[config.mk]
export PLATFORM = sky130hd
export DESIGN_NAME = mult_share_arb
export DESIGN_NICKNAME = d
export VERILOG_FILES = /design/src/rtl/mult_arb_pkg.sv /design/src/rtl/mult_share_arb_rr_arbiter.sv /design/src/rtl/mult_share_arb.sv
export SDC_FILE = /design/constraint.sdc
export NUM_CORES = 1
export LEC_CHECK = 0
export BUFFER_PORTS_ARGS = -buffer_cell sky130_fd_sc_hd__buf_4
export CORE_ASPECT_RATIO = 0.75
export CORE_MARGIN = 2
export CORE_UTILIZATION = 38
export CTS_BUF_LIST = sky130_fd_sc_hd__clkbuf_8 sky130_fd_sc_hd__clkbuf_16
export CTS_CLUSTER_SIZE = 20
export DETAILED_ROUTE_END_ITERATION = 8
export PLACE_DENSITY = 0.74
export SYNTH_ARGS = -nofsm -noshare
export SYNTH_HDL_FRONTEND = slang
export SYNTH_SLANG_ARGS = --single-unit
[constraint.sdc]
create_clock -name clk -period 1.8 [get_ports clk]
set_input_delay 0.27 -clock clk [delete_from_list [all_inputs] [get_ports clk]]
set_output_delay 0.27 -clock clk [all_outputs]
set_load 0.1 [all_outputs]
[src/rtl/mult_arb_pkg.sv]
// Shared widths and types for the multiplier-sharing arbiter.
package mult_arb_pkg;

    localparam int DATA_W = 8;
    localparam int PROD_W = 16;
    localparam int STAT_W = 16;

    typedef logic signed [DATA_W-1:0] opnd_t;
    typedef logic signed [PROD_W-1:0] prod_t;
    typedef logic        [STAT_W-1:0] stat_t;

    localparam stat_t STAT_MAX = '1;

endpackage

[src/rtl/mult_share_arb_rr_arbiter.sv]
// Round-robin grant search starting at rr_ptr; the pointer moves past the
// granted requester only when a transfer actually happens.
module rr_arbiter #(
    parameter int NUM_REQ = 4,
    parameter int ID_W    = $clog2(NUM_REQ)
) (
    input  logic               clk,
    input  logic               rst_n,
    input  logic [NUM_REQ-1:0] req,
    input  logic               advance,
    output logic [ID_W-1:0]    grant,
    output logic               any_valid
);

    logic [ID_W-1:0] rr_ptr;

    always_comb begin : search
        int idx;
        idx       = 0;
        grant     = '0;
        any_valid = 1'b0;
        for (int k = 0; k < NUM_REQ; k++) begin
            idx = int'(rr_ptr) + k;
            if (idx >= NUM_REQ) idx = idx - NUM_REQ;
            if (!any_valid && req[idx]) begin
                any_valid = 1'b1;
                grant     = ID_W'(idx);
            end
        end
    end

    always_ff @(posedge clk or negedge rst_n) begin
        if (!rst_n) begin
            rr_ptr <= '0;
        end else if (advance) begin
            rr_ptr <= (grant == ID_W'(NUM_REQ - 1)) ? '0 : grant + 1'b1;
        end
    end

endmodule

[src/rtl/mult_share_arb.sv]
// Shares one signed 8x8 multiplier among NUM_REQ requesters through a 2-stage
// pipeline. Define MULT_ARB_STATS_EN to add saturating grant/stall counters.
module mult_share_arb
    import mult_arb_pkg::*;
#(
    parameter int NUM_REQ = 4,
    parameter int ID_W    = $clog2(NUM_REQ)
) (
    input  logic                      clk,
    input  logic                      rst_n,
    input  logic [NUM_REQ-1:0]        req_valid,
    output logic [NUM_REQ-1:0]        req_ready,
    input  logic [NUM_REQ*DATA_W-1:0] req_a,
    input  logic [NUM_REQ*DATA_W-1:0] req_b,
    output logic signed [DATA_W-1:0]  mul_a,
    output logic signed [DATA_W-1:0]  mul_b,
    input  logic signed [PROD_W-1:0]  mul_p,
    output logic                      rsp_valid,
    input  logic                      rsp_ready,
    output logic [ID_W-1:0]           rsp_id,
    output logic signed [PROD_W-1:0]  rsp_product
`ifdef MULT_ARB_STATS_EN
    ,
    output logic [NUM_REQ*STAT_W-1:0] stat_grant_cnt,
    output logic [STAT_W-1:0]         stat_stall_cnt,
    input  logic                      stat_clr
`endif
);

    logic            vld_p1, vld_p2;
    opnd_t           a_p1, b_p1;
    logic [ID_W-1:0] id_p1, id_p2;
    prod_t           p_p2;

    logic            s2_adv, s1_load, xfer, any_valid;
    logic [ID_W-1:0] grant;
    opnd_t           sel_a, sel_b;

    assign s2_adv  = vld_p1 & (!vld_p2 | rsp_ready);
    assign s1_load = !vld_p1 | s2_adv;
    assign xfer    = any_valid & s1_load;

    rr_arbiter #(
        .NUM_REQ (NUM_REQ),
        .ID_W    (ID_W)
    ) u_arb (
        .clk       (clk),
        .rst_n     (rst_n),
        .req       (req_valid),
        .advance   (xfer),
        .grant     (grant),
        .any_valid (any_valid)
    );

    always_comb begin
        req_ready        = '0;
        req_ready[grant] = xfer;
        sel_a            = req_a[grant*DATA_W +: DATA_W];
        sel_b            = req_b[grant*DATA_W +: DATA_W];
    end

    // Stage S1: operands of the granted requester feed the shared multiplier
    always_ff @(posedge clk or negedge rst_n) begin
        if (!rst_n) begin
            vld_p1 <= 1'b0;
            a_p1   <= '0;
            b_p1   <= '0;
            id_p1  <= '0;
        end else if (s1_load) begin
            vld_p1 <= xfer;
            if (xfer) begin
                a_p1  <= sel_a;
                b_p1  <= sel_b;
                id_p1 <= grant;
            end
        end
    end

    assign mul_a = a_p1;
    assign mul_b = b_p1;

    // Stage S2: registered product, held while the consumer stalls
    always_ff @(posedge clk or negedge rst_n) begin
        if (!rst_n) begin
            vld_p2 <= 1'b0;
            p_p2   <= '0;
            id_p2  <= '0;
        end else if (s2_adv) begin
            vld_p2 <= 1'b1;
            p_p2   <= mul_p;
            id_p2  <= id_p1;
        end else if (rsp_ready) begin
            vld_p2 <= 1'b0;
        end
    end

    assign rsp_valid   = vld_p2;
    assign rsp_id      = id_p2;
    assign rsp_product = p_p2;

`ifdef MULT_ARB_STATS_EN
    function automatic stat_t sat_inc(stat_t c);
        return (c == STAT_MAX) ? c : c + 1'b1;
    endfunction

    stat_t grant_cnt [NUM_REQ];
    stat_t stall_cnt;

    always_ff @(posedge clk or negedge rst_n) begin
        if (!rst_n) begin
            for (int i = 0; i < NUM_REQ; i++) grant_cnt[i] <= '0;
            stall_cnt <= '0;
        end else if (stat_clr) begin
            for (int i = 0; i < NUM_REQ; i++) grant_cnt[i] <= '0;
            stall_cnt <= '0;
        end else begin
            if (xfer) grant_cnt[grant] <= sat_inc(grant_cnt[grant]);
            if (vld_p2 && !rsp_ready) stall_cnt <= sat_inc(stall_cnt);
        end
    end

    for (genvar i = 0; i < NUM_REQ; i++) begin : g_stat
        assign stat_grant_cnt[i*STAT_W +: STAT_W] = grant_cnt[i];
    end
    assign stat_stall_cnt = stall_cnt;
`endif

endmodule

==> results.yml, run 1 <==
setup_path:
  crit_chain: "mux2i_2 > a2bb2oi_4 > and2_4 > nand2_8 > nor3_4 > buf_12"
  critPathSlowestCell: "dfrtp_2"
  criticalPathCategory: "reg -> out"
  crit_path_max_incr_delay_ps: 470
  crit_path_end_kind: "output pin"
  cp.required_ps: 1530
  cp.arrival_ps: 1720
  crit_fanout: 6
  crit_family: "flip-flops"
  r2r_start: "u_arb.rr_ptr[1]"
  critPathLaunchType: "flip-flop"
  critPathLaunch: "u_arb.rr_ptr[1]"
  crit_buf_inv: 1
die:
  core_sq_um: 5710
  die_y_um: 70.0
  die-area_sq_um: 6440
  fp.dieW_um: 92.0
  rows: 24
  pin_count: 126
  start_util_pct: 38.7
final_layout:
  finalNetCount: 428
  fin_area_sq_um: 3740
  area_growth_pct: 69.2
  antennaDiodeCount: 0
  fillers: 472
  drive_above_1_share_pct: 59.6
routing:
  wl_per_cell_um: 15.0
  first_pass_iters: 4
  drc_errors: 0
  vias: 2115
  drt_wl_total_um: 6290
  drt-vias-per-instance: 5.04
  drtIter0Drc: 94
  ant_nets: 0
status:
  status: "complete, but fails checks"
  violations: "setup timing"
sta:
  worst_pin_slew_ps: 525
  rsz0062_at_grt: "true"
  finalHoldViolCount: 0
  fin_skew_ps: 9.76
  setup_slack_ps: -191
  drv_slew: 0
  fin_crit_sh_pct: 111
  slew_headroom_pct: 65.0
  fin_crit_ps: 1990
  clock.fmax_ghz: 0.502
  finalSetupViolCount: 16
logic_synthesis:
  synth-main-ff-cell: "dfrtp_1"
  synth-seq-cells: 40
  ys_seq_area_share_pct: 45.3
  yosys_warnings: 0
  synth_edf_count: 0
  synthArstFlopShare_pct: 100
  syn-num-nets: 288
  syn_area_sq_um: 2210
  synth_cells: 201
  synthDistinctLibCells: 29
  avgSynthCellArea_sq_um: 11.0
clocking:
  h-tree-depth: 2
  clockRootBuffer: "clkbuf_8"
  path_clk_slew_ps: 80
  clk_latency_ps: 290
  cts_buffers: 5
  cts_tree: "done"
  ctsLongestPathBuffers: 2
  cts_sinks: 40
place:
  place_congestion: 0.815
  placed_cell_area_sq_um: 3360
  dp_slack_ps: -5.22
  portBuffers: 125
  hpwlAfterDp_um: 4490
grt:
  overflow: 0
  grt_pass1_vias: 2106
  grt_max_degree: 41
  grt_util_all_layers_pct: 20.1
  antenna_found_initial: 0
  grt_pass1_wl_um: 10300
worst_hold_path:
  hp-class: "in -> reg"
  worstHoldStart: "mul_p[12]"
pwr:
  vdd_drop_max_mv: 0.989
  p_leak_nw: 1.78
  power_per_cell_area_nw_per_um2: 1520
run:
  drv_cap: 0
## timing repair
action                                 4_1_cts  5_1_grt
setup endpoints to repair                    5       19
pin swaps                                    5        6
resized for setup                           21       19
buffers inserted                             3        2
gates cloned                                 1        0
hold buffers                                 1        0
endpoints found under the hold margin       40        0
## layout make-up
| type | instances | area, sq um | share of cell area [%] |
|---|---|---|---|
| well taps | 78 | 97.6 | 2.61 |
| clock buffers | 5 | 68.8 | 1.84 |
| repair buffers | 146 | 1210 | 32.5 |
| multi-input cells | 148 | 1290 | 34.5 |
| flip-flops and latches | 40 | 1010 | 26.9 |
| clock inverters | 3 | 63.8 | 1.71 |
## cells by family after synthesis
family / count (synthesis) / share of synthesized area [%]
muxes: 35 / 16.9
xor gates and xnor gates: 1 / 0.397
DFF: 40 / 45.3
buffers and inverters: 13 / 3.85
AOI/OAI and AO/OA: 55 / 19.9
and+or+nand+nor: 57 / 13.6
## power breakdown
group	internal (mW)	leakage (nW)	switching (mW)
clock network	0.549	0.0695	0.309
registers	1.13	0.473	0.160
logic	1.15	1.24	2.39
## cell usage after synthesis (4+ instances only)
library cell | n | area (sq um)
clkbuf_1 | 6 | 22.5
o211ai_2 | 9 | 113
buf_2 | 4 | 20.0
nor2_1 | 5 | 18.8
dfrtp_1 | 40 | 1000
mux2i_1 | 17 | 170
o211ai_1 | 7 | 52.6
nand2b_1 | 5 | 31.3
a21boi_0 | 16 | 120
nand2_1 | 23 | 86.3
mux2_2 | 18 | 203
o21ai_1 | 4 | 20.0
and3_1 | 16 | 100
o21ai_0 | 13 | 65.1
## worst paths after layout
kind | endpoint | slack (ps) | cells after the start
max in group asynchronous | rsp_valid | 890 | 2
max reg2reg | mul_a[2] | -80 | 8
min | rsp_product[12] | 200 | 2
max | req_ready[3] | -190 | 6
min in group asynchronous | mul_a[5] | 510 | 2
min reg2reg | id_p1[1] | 480 | 1
## metrics by stage
| step | hold WS, ps | cells | util (%) | setup TNS [ps] | power [mW] |
|---|---|---|---|---|---|
| 6_report | 203 | 420 | 65.5 | -1210 | 5.68 |
| 2_1_floorplan | -25.6 | 201 | - | -1150 | 3.74 |
| 4_1_cts | 196 | 419 | 63.8 | -758 | 5.58 |
| 3_5_place_dp | 288 | 406 | 58.9 | -5.22 | 4.53 |
| 5_1_grt | 187 | 420 | 65.5 | -2380 | 5.93 |
| 3_3_place_gp | 288 | 406 | 58.9 | 0 | 4.49 |
## layer usage
metal  track usage, %  wire length [um]  part of all wire (%)  vias up
met3             3.78               362                   5.8        5
li1                 -                 -                     -     1011
met2             33.1              3070                    49       72
met1             27.8              2810                    45     1027
met5                0                 0                     0        -
met4             4.15                41                  0.65        0
## cell usage in the layout, fill, tap and decap left out, drive strengths merged, types with 2 or more instances in the layout
master and count:
o21ai 18, mux2i 17, nor2 5, buf 145, nor3 2, nand2 23, o211ai 16, mux2 18
nand2b 5, a21o 2, clkbuf 5, dfrtp 40, nor2b 2, and3 16, a21boi 16, bufinv 2
## worst reg2reg max path, cell delays in order, from the launching register on
cell       delay, ps
dfrtp_2          470
mux2i_2          190
a2bb2oi_4        140
and2_4           210
buf_12           130
buf_8            120
buf_12           160
mux2i_4          250
o211ai_2          90
## flip-flops by register name, indices dropped and copies added, names as in the netlist
signal,flops
vld_p1,1
rsp_product,16
mul_b,8
id_p1,2
u_arb.rr_ptr,2
mul_a,8
rsp_id,2
rsp_valid,1
Power figures use the tool's default switching activity.
==> inputs of run 2 (changes only) <==
--- a/config.mk
+++ b/config.mk
@@ -13,6 +13,7 @@
 export CTS_CLUSTER_SIZE = 20
 export DETAILED_ROUTE_END_ITERATION = 8
 export PLACE_DENSITY = 0.74
+export SETUP_SLACK_MARGIN = 0.02
 export SYNTH_ARGS = -nofsm -noshare
 export SYNTH_HDL_FRONTEND = slang
 export SYNTH_SLANG_ARGS = --single-unit
==> results.yml, run 2 (same netlist as run 1, synthesis figures left out) <==
routing:
  drc_errors: 0
  first_pass_iters: 6
  wl_met3_um: 315
  drtIter0Drc: 78
  drt_wl_total_um: 6300
  vias: 2092
  routed.top_layer: "met4"
  drt-vias-per-instance: 4.97
  ant_nets: 0
  wl_met1_um: 2850
  wl_per_cell_um: 15.0
  dr_wl_met2_um: 3100
clocking:
  cts_buffers: 5
  clk_latency_ps: 290
  cts_sinks: 40
  h-tree-depth: 2
  cts_tree: "done"
  clockRootBuffer: "clkbuf_8"
  ctsLongestPathBuffers: 2
  path_clk_slew_ps: 80
grt:
  grt_pass1_wl_um: 10400
  grt_util_all_layers_pct: 20.1
  grt_pass1_vias: 2112
  overflow: 0
  antenna_found_initial: 0
  grt_max_degree: 41
worst_hold_path:
  holdPathEnd: "rsp_product[12]"
  worstHoldStart: "mul_p[12]"
  hp-class: "in -> reg"
  hold_depth: 2
final_layout:
  final_cells: 421
  drive_above_1_share_pct: 60.1
  multi_input_area_sq_um: 1290
  final_common_cell: "buf_4"
  final_cell_mix: "buf_4, dfrtp_1, nand2_1"
  finalNetCount: 429
  area_growth_pct: 69.3
  seq_area_sq_um: 1010
  largest_reg_flops: 16
  fin_area_sq_um: 3740
  antennaDiodeCount: 0
  fillers: 474
  fin_util_pct: 65.5
sta:
  finalSetupViolCount: 17
  worst_pin_slew_ps: 521
  setup_slack_ps: -198
  slew_headroom_pct: 65.2
  rsz0062_at_grt: "true"
  clock.fmax_ghz: 0.501
  fin_crit_ps: 2000
  finalHoldViolCount: 0
  fin_crit_sh_pct: 111
  drv_slew: 0
  fin_skew_ps: 8.62
run:
  drv_cap: 0
die:
  pin_count: 126
  die-area_sq_um: 6440
  start_util_pct: 38.7
  die_y_um: 70.0
  rows: 24
  core_sq_um: 5710
  fp.dieW_um: 92.0
setup_path:
  crit_fanout: 6
  crit_path_end_kind: "output pin"
  r2r_start: "u_arb.rr_ptr[1]"
  cp.required_ps: 1530
  cp.arrival_ps: 1730
  rr_worst_depth: 8
  criticalPathCategory: "reg -> out"
  critPathLaunchType: "flip-flop"
  regToRegSetupSlack_ps: -100
  r2r_end: "mul_a[2]"
status:
  violations: "setup timing"
  status: "complete, but fails checks"
pwr:
  p_leak_nw: 1.79
  vdd_drop_max_mv: 0.990
  power_per_cell_area_nw_per_um2: 1520
  total_power_mw: 5.69
place:
  placed_cell_area_sq_um: 3360
  hpwlAfterDp_um: 4490
  place_congestion: 0.815
  portBuffers: 125
  dp_slack_ps: -5.22
  dp_cells: 406
run 2: timing repair:
item	CTS	global route
endpoints found under the hold margin	40	0
setup endpoints to repair	5	19
gates resized for setup	22	14
gates cloned	1	0
pin swaps	5	6
hold buffers	1	0
setup buffers	3	2
run 2: area by class of cell:
cell class	instances	share of cell area, %
multi-input combinational	148	34.4
clock inverter	3	1.71
tap	78	2.61
timing repair buffer	147	32.5
clock buffer	5	1.84
sequential	40	26.9
run 2: layer usage:
layer | up-vias | GRT usage (%)
met1 | 1005 | 27.8
met5 | - | 0
met2 | 70 | 33.3
met3 | 5 | 3.78
li1 | 1012 | -
met4 | 0 | 4.15
run 2: worst max-delay path: stages, from the launching register on:
cell and delay (ps):
dfrtp_2 470, mux2i_2 290, a2bb2oi_4 80, and2_4 180, buf_12 140, nor2b_4 120, buf_12 180
run 2: worst max path at each step:
stage                                from      endpoint  slack, ps  cells after the start
final                     u_arb.rr_ptr[1]  req_ready[2]       -200                      6
after global routing      u_arb.rr_ptr[1]  req_ready[2]       -250                      6
after CTS                 u_arb.rr_ptr[1]  req_ready[3]       -180                      6
after detailed placement  u_arb.rr_ptr[1]  req_ready[2]         -5                      6
after global placement    u_arb.rr_ptr[1]  req_ready[2]         20                      6
after floorplan           u_arb.rr_ptr[1]  req_ready[3]       -440                      6
run 2: report_power, final:
group	switching [mW]	leakage, nW	internal, mW
clock	0.308	0.0695	0.549
sequential	0.162	0.473	1.13
combinational	2.38	1.24	1.15
total	2.85	1.79	2.83
run 2: through the flow:
step / setup TNS (ps) / hold WS, ps
final: -1370 / 205
after CTS: -758 / 196
after global routing: -2390 / 187
after floorplan: -1150 / -25.6
after detailed placement: -5.22 / 288
after global placement: 0 / 288
==> inputs of run 3 (changes only) <==
--- a/config.mk
+++ b/config.mk
@@ -5,9 +5,8 @@
 export SDC_FILE = /design/constraint.sdc
 export NUM_CORES = 1
 export LEC_CHECK = 0
-export BUFFER_PORTS_ARGS = -buffer_cell sky130_fd_sc_hd__buf_4
+export BUFFER_PORTS_ARGS = -buffer_cell sky130_fd_sc_hd__buf_2
 export CORE_ASPECT_RATIO = 0.75
-export CORE_MARGIN = 2
 export CORE_UTILIZATION = 38
 export CTS_BUF_LIST = sky130_fd_sc_hd__clkbuf_8 sky130_fd_sc_hd__clkbuf_16
 export CTS_CLUSTER_SIZE = 20
==> results.yml, run 3 (same netlist as run 1, synthesis figures left out) <==
status:
  status: "complete, but fails checks"
  violations: "setup timing"
sta:
  clock.fmax_ghz: 0.491
  rsz0062_at_grt: "true"
  fin_crit_ps: 2040
  worst_pin_slew_ps: 497
  drv_slew: 0
  slew_headroom_pct: 66.9
  fin_skew_ps: 6.69
  tns_ps: -886
  fin_crit_sh_pct: 113
  setup_slack_ps: -236
  finalHoldViolCount: 0
  finalSetupViolCount: 4
routing:
  drt-vias-per-instance: 4.96
  drt_wl_total_um: 5980
  ant_nets: 0
  wl_met1_um: 2760
  drc_errors: 0
  first_pass_iters: 4
  vias: 2088
  wl_per_cell_um: 14.2
  wl_met3_um: 281
  routed.top_layer: "met4"
  drtIter0Drc: 59
  dr_wl_met2_um: 2780
clocking:
  h-tree-depth: 2
  cts_tree: "done"
  clockRootBuffer: "clkbuf_8"
  cts_sinks: 40
  ctsLongestPathBuffers: 2
  clk_latency_ps: 290
  cts_buffers: 5
  path_clk_slew_ps: 80
setup_path:
  critPathSlowestCell: "dfrtp_2"
  crit_fanout: 6
  crit_family: "simple AND/OR/NAND/NOR gates"
  crit_chain: "mux2i_2 > a2bb2oi_4 > and2_4 > nand2_8 > nor3_4 > buf_12"
  crit_buf_inv: 1
  crit_path_end_kind: "output pin"
  critPathLaunchType: "flip-flop"
  cp.required_ps: 1530
  crit_path_max_incr_delay_ps: 470
  cp.arrival_ps: 1770
  criticalPathCategory: "reg -> out"
grt:
  grt_pass1_vias: 1913
  overflow: 0
  antenna_found_initial: 0
  grt_util_all_layers_pct: 19.0
  grt_pass1_wl_um: 9040
  grt_max_degree: 33
pwr:
  vdd_drop_max_mv: 0.802
  p_leak_nw: 1.69
  power_per_cell_area_nw_per_um2: 1580
die:
  start_util_pct: 40.4
  pin_count: 126
  rows: 23
  die-area_sq_um: 6120
  die_y_um: 68.0
  core_sq_um: 5470
  fp.dieW_um: 90.0
run:
  drv_cap: 0
place:
  portBuffers: 125
  hpwlAfterDp_um: 4380
  dp_cells: 404
  place_congestion: 0.800
final_layout:
  fillers: 458
  drive_above_1_share_pct: 58.7
  antennaDiodeCount: 0
  area_growth_pct: 53.7
  finalNetCount: 432
  multi_input_area_sq_um: 1230
  seq_area_sq_um: 1010
  final_cell_mix: "buf_2, dfrtp_1, nand2_1"
  largest_reg_flops: 16
  final_cells: 421
  final_common_cell: "buf_2"
worst_hold_path:
  hp-class: "in -> reg"
## run 3: routing by layer
| layer | global-route usage, % | vias up |
|---|---|---|
| met2 | 30.4 | 74 |
| met3 | 4.00 | 13 |
| met4 | 8.27 | 0 |
| li1 | - | 1016 |
| met5 | 0 | - |
| met1 | 25.2 | 985 |
## run 3: metrics by stage
step | cell area, sq um | power [mW] | util [%] | worst slack [ps] | hold WS [ps]
after floorplan | 2280 | 3.74 | - | -443 | -25.6
after global placement | 3110 | 4.32 | 56.9 | 70.1 | 253
after detailed placement | 3110 | 4.36 | 56.9 | -6.48 | 249
after CTS | 3300 | 5.24 | 60.4 | -236 | 194
after global routing | 3390 | 5.61 | 62.1 | -322 | 190
final | 3390 | 5.37 | 62.1 | -236 | 206
## run 3: final cells by class
class	instances	area share [%]
timing repair buffer	150	27.5
clock buffer	7	2.84
clock inverter	1	0.885
multi-input combinational	148	36.3
tap	75	2.77
sequential	40	29.7
## run 3: final timing paths
kind                            startpoint         endpoint  slack, ps  cells after the start
max in group asynchronous            rst_n         id_p1[1]        660                      3
min reg2reg                       id_p1[0]         id_p1[0]        490                      2
min in group asynchronous            rst_n         mul_b[5]        460                      2
min                              mul_p[13]  rsp_product[13]        210                      2
max reg2reg                u_arb.rr_ptr[1]         mul_a[5]         80                      7
max                        u_arb.rr_ptr[1]     req_ready[3]       -240                      6
## run 3: power breakdown
group | switching, mW | total (mW) | internal, mW
clock | 0.319 | 0.808 | 0.489
sequential | 0.146 | 1.28 | 1.13
combinational | 2.36 | 3.28 | 0.927
## run 3: timing repair
| action | in CTS | in global routing |
|---|---|---|
| endpoints found under the setup margin | 4 | 18 |
| buffers inserted | 6 | 1 |
| endpoints found under the hold margin | 19 | 0 |
| pin swaps | 5 | 2 |
| hold buffers | 1 | 0 |
| gates cloned | 0 | 1 |
| resized for setup | 3 | 16 |
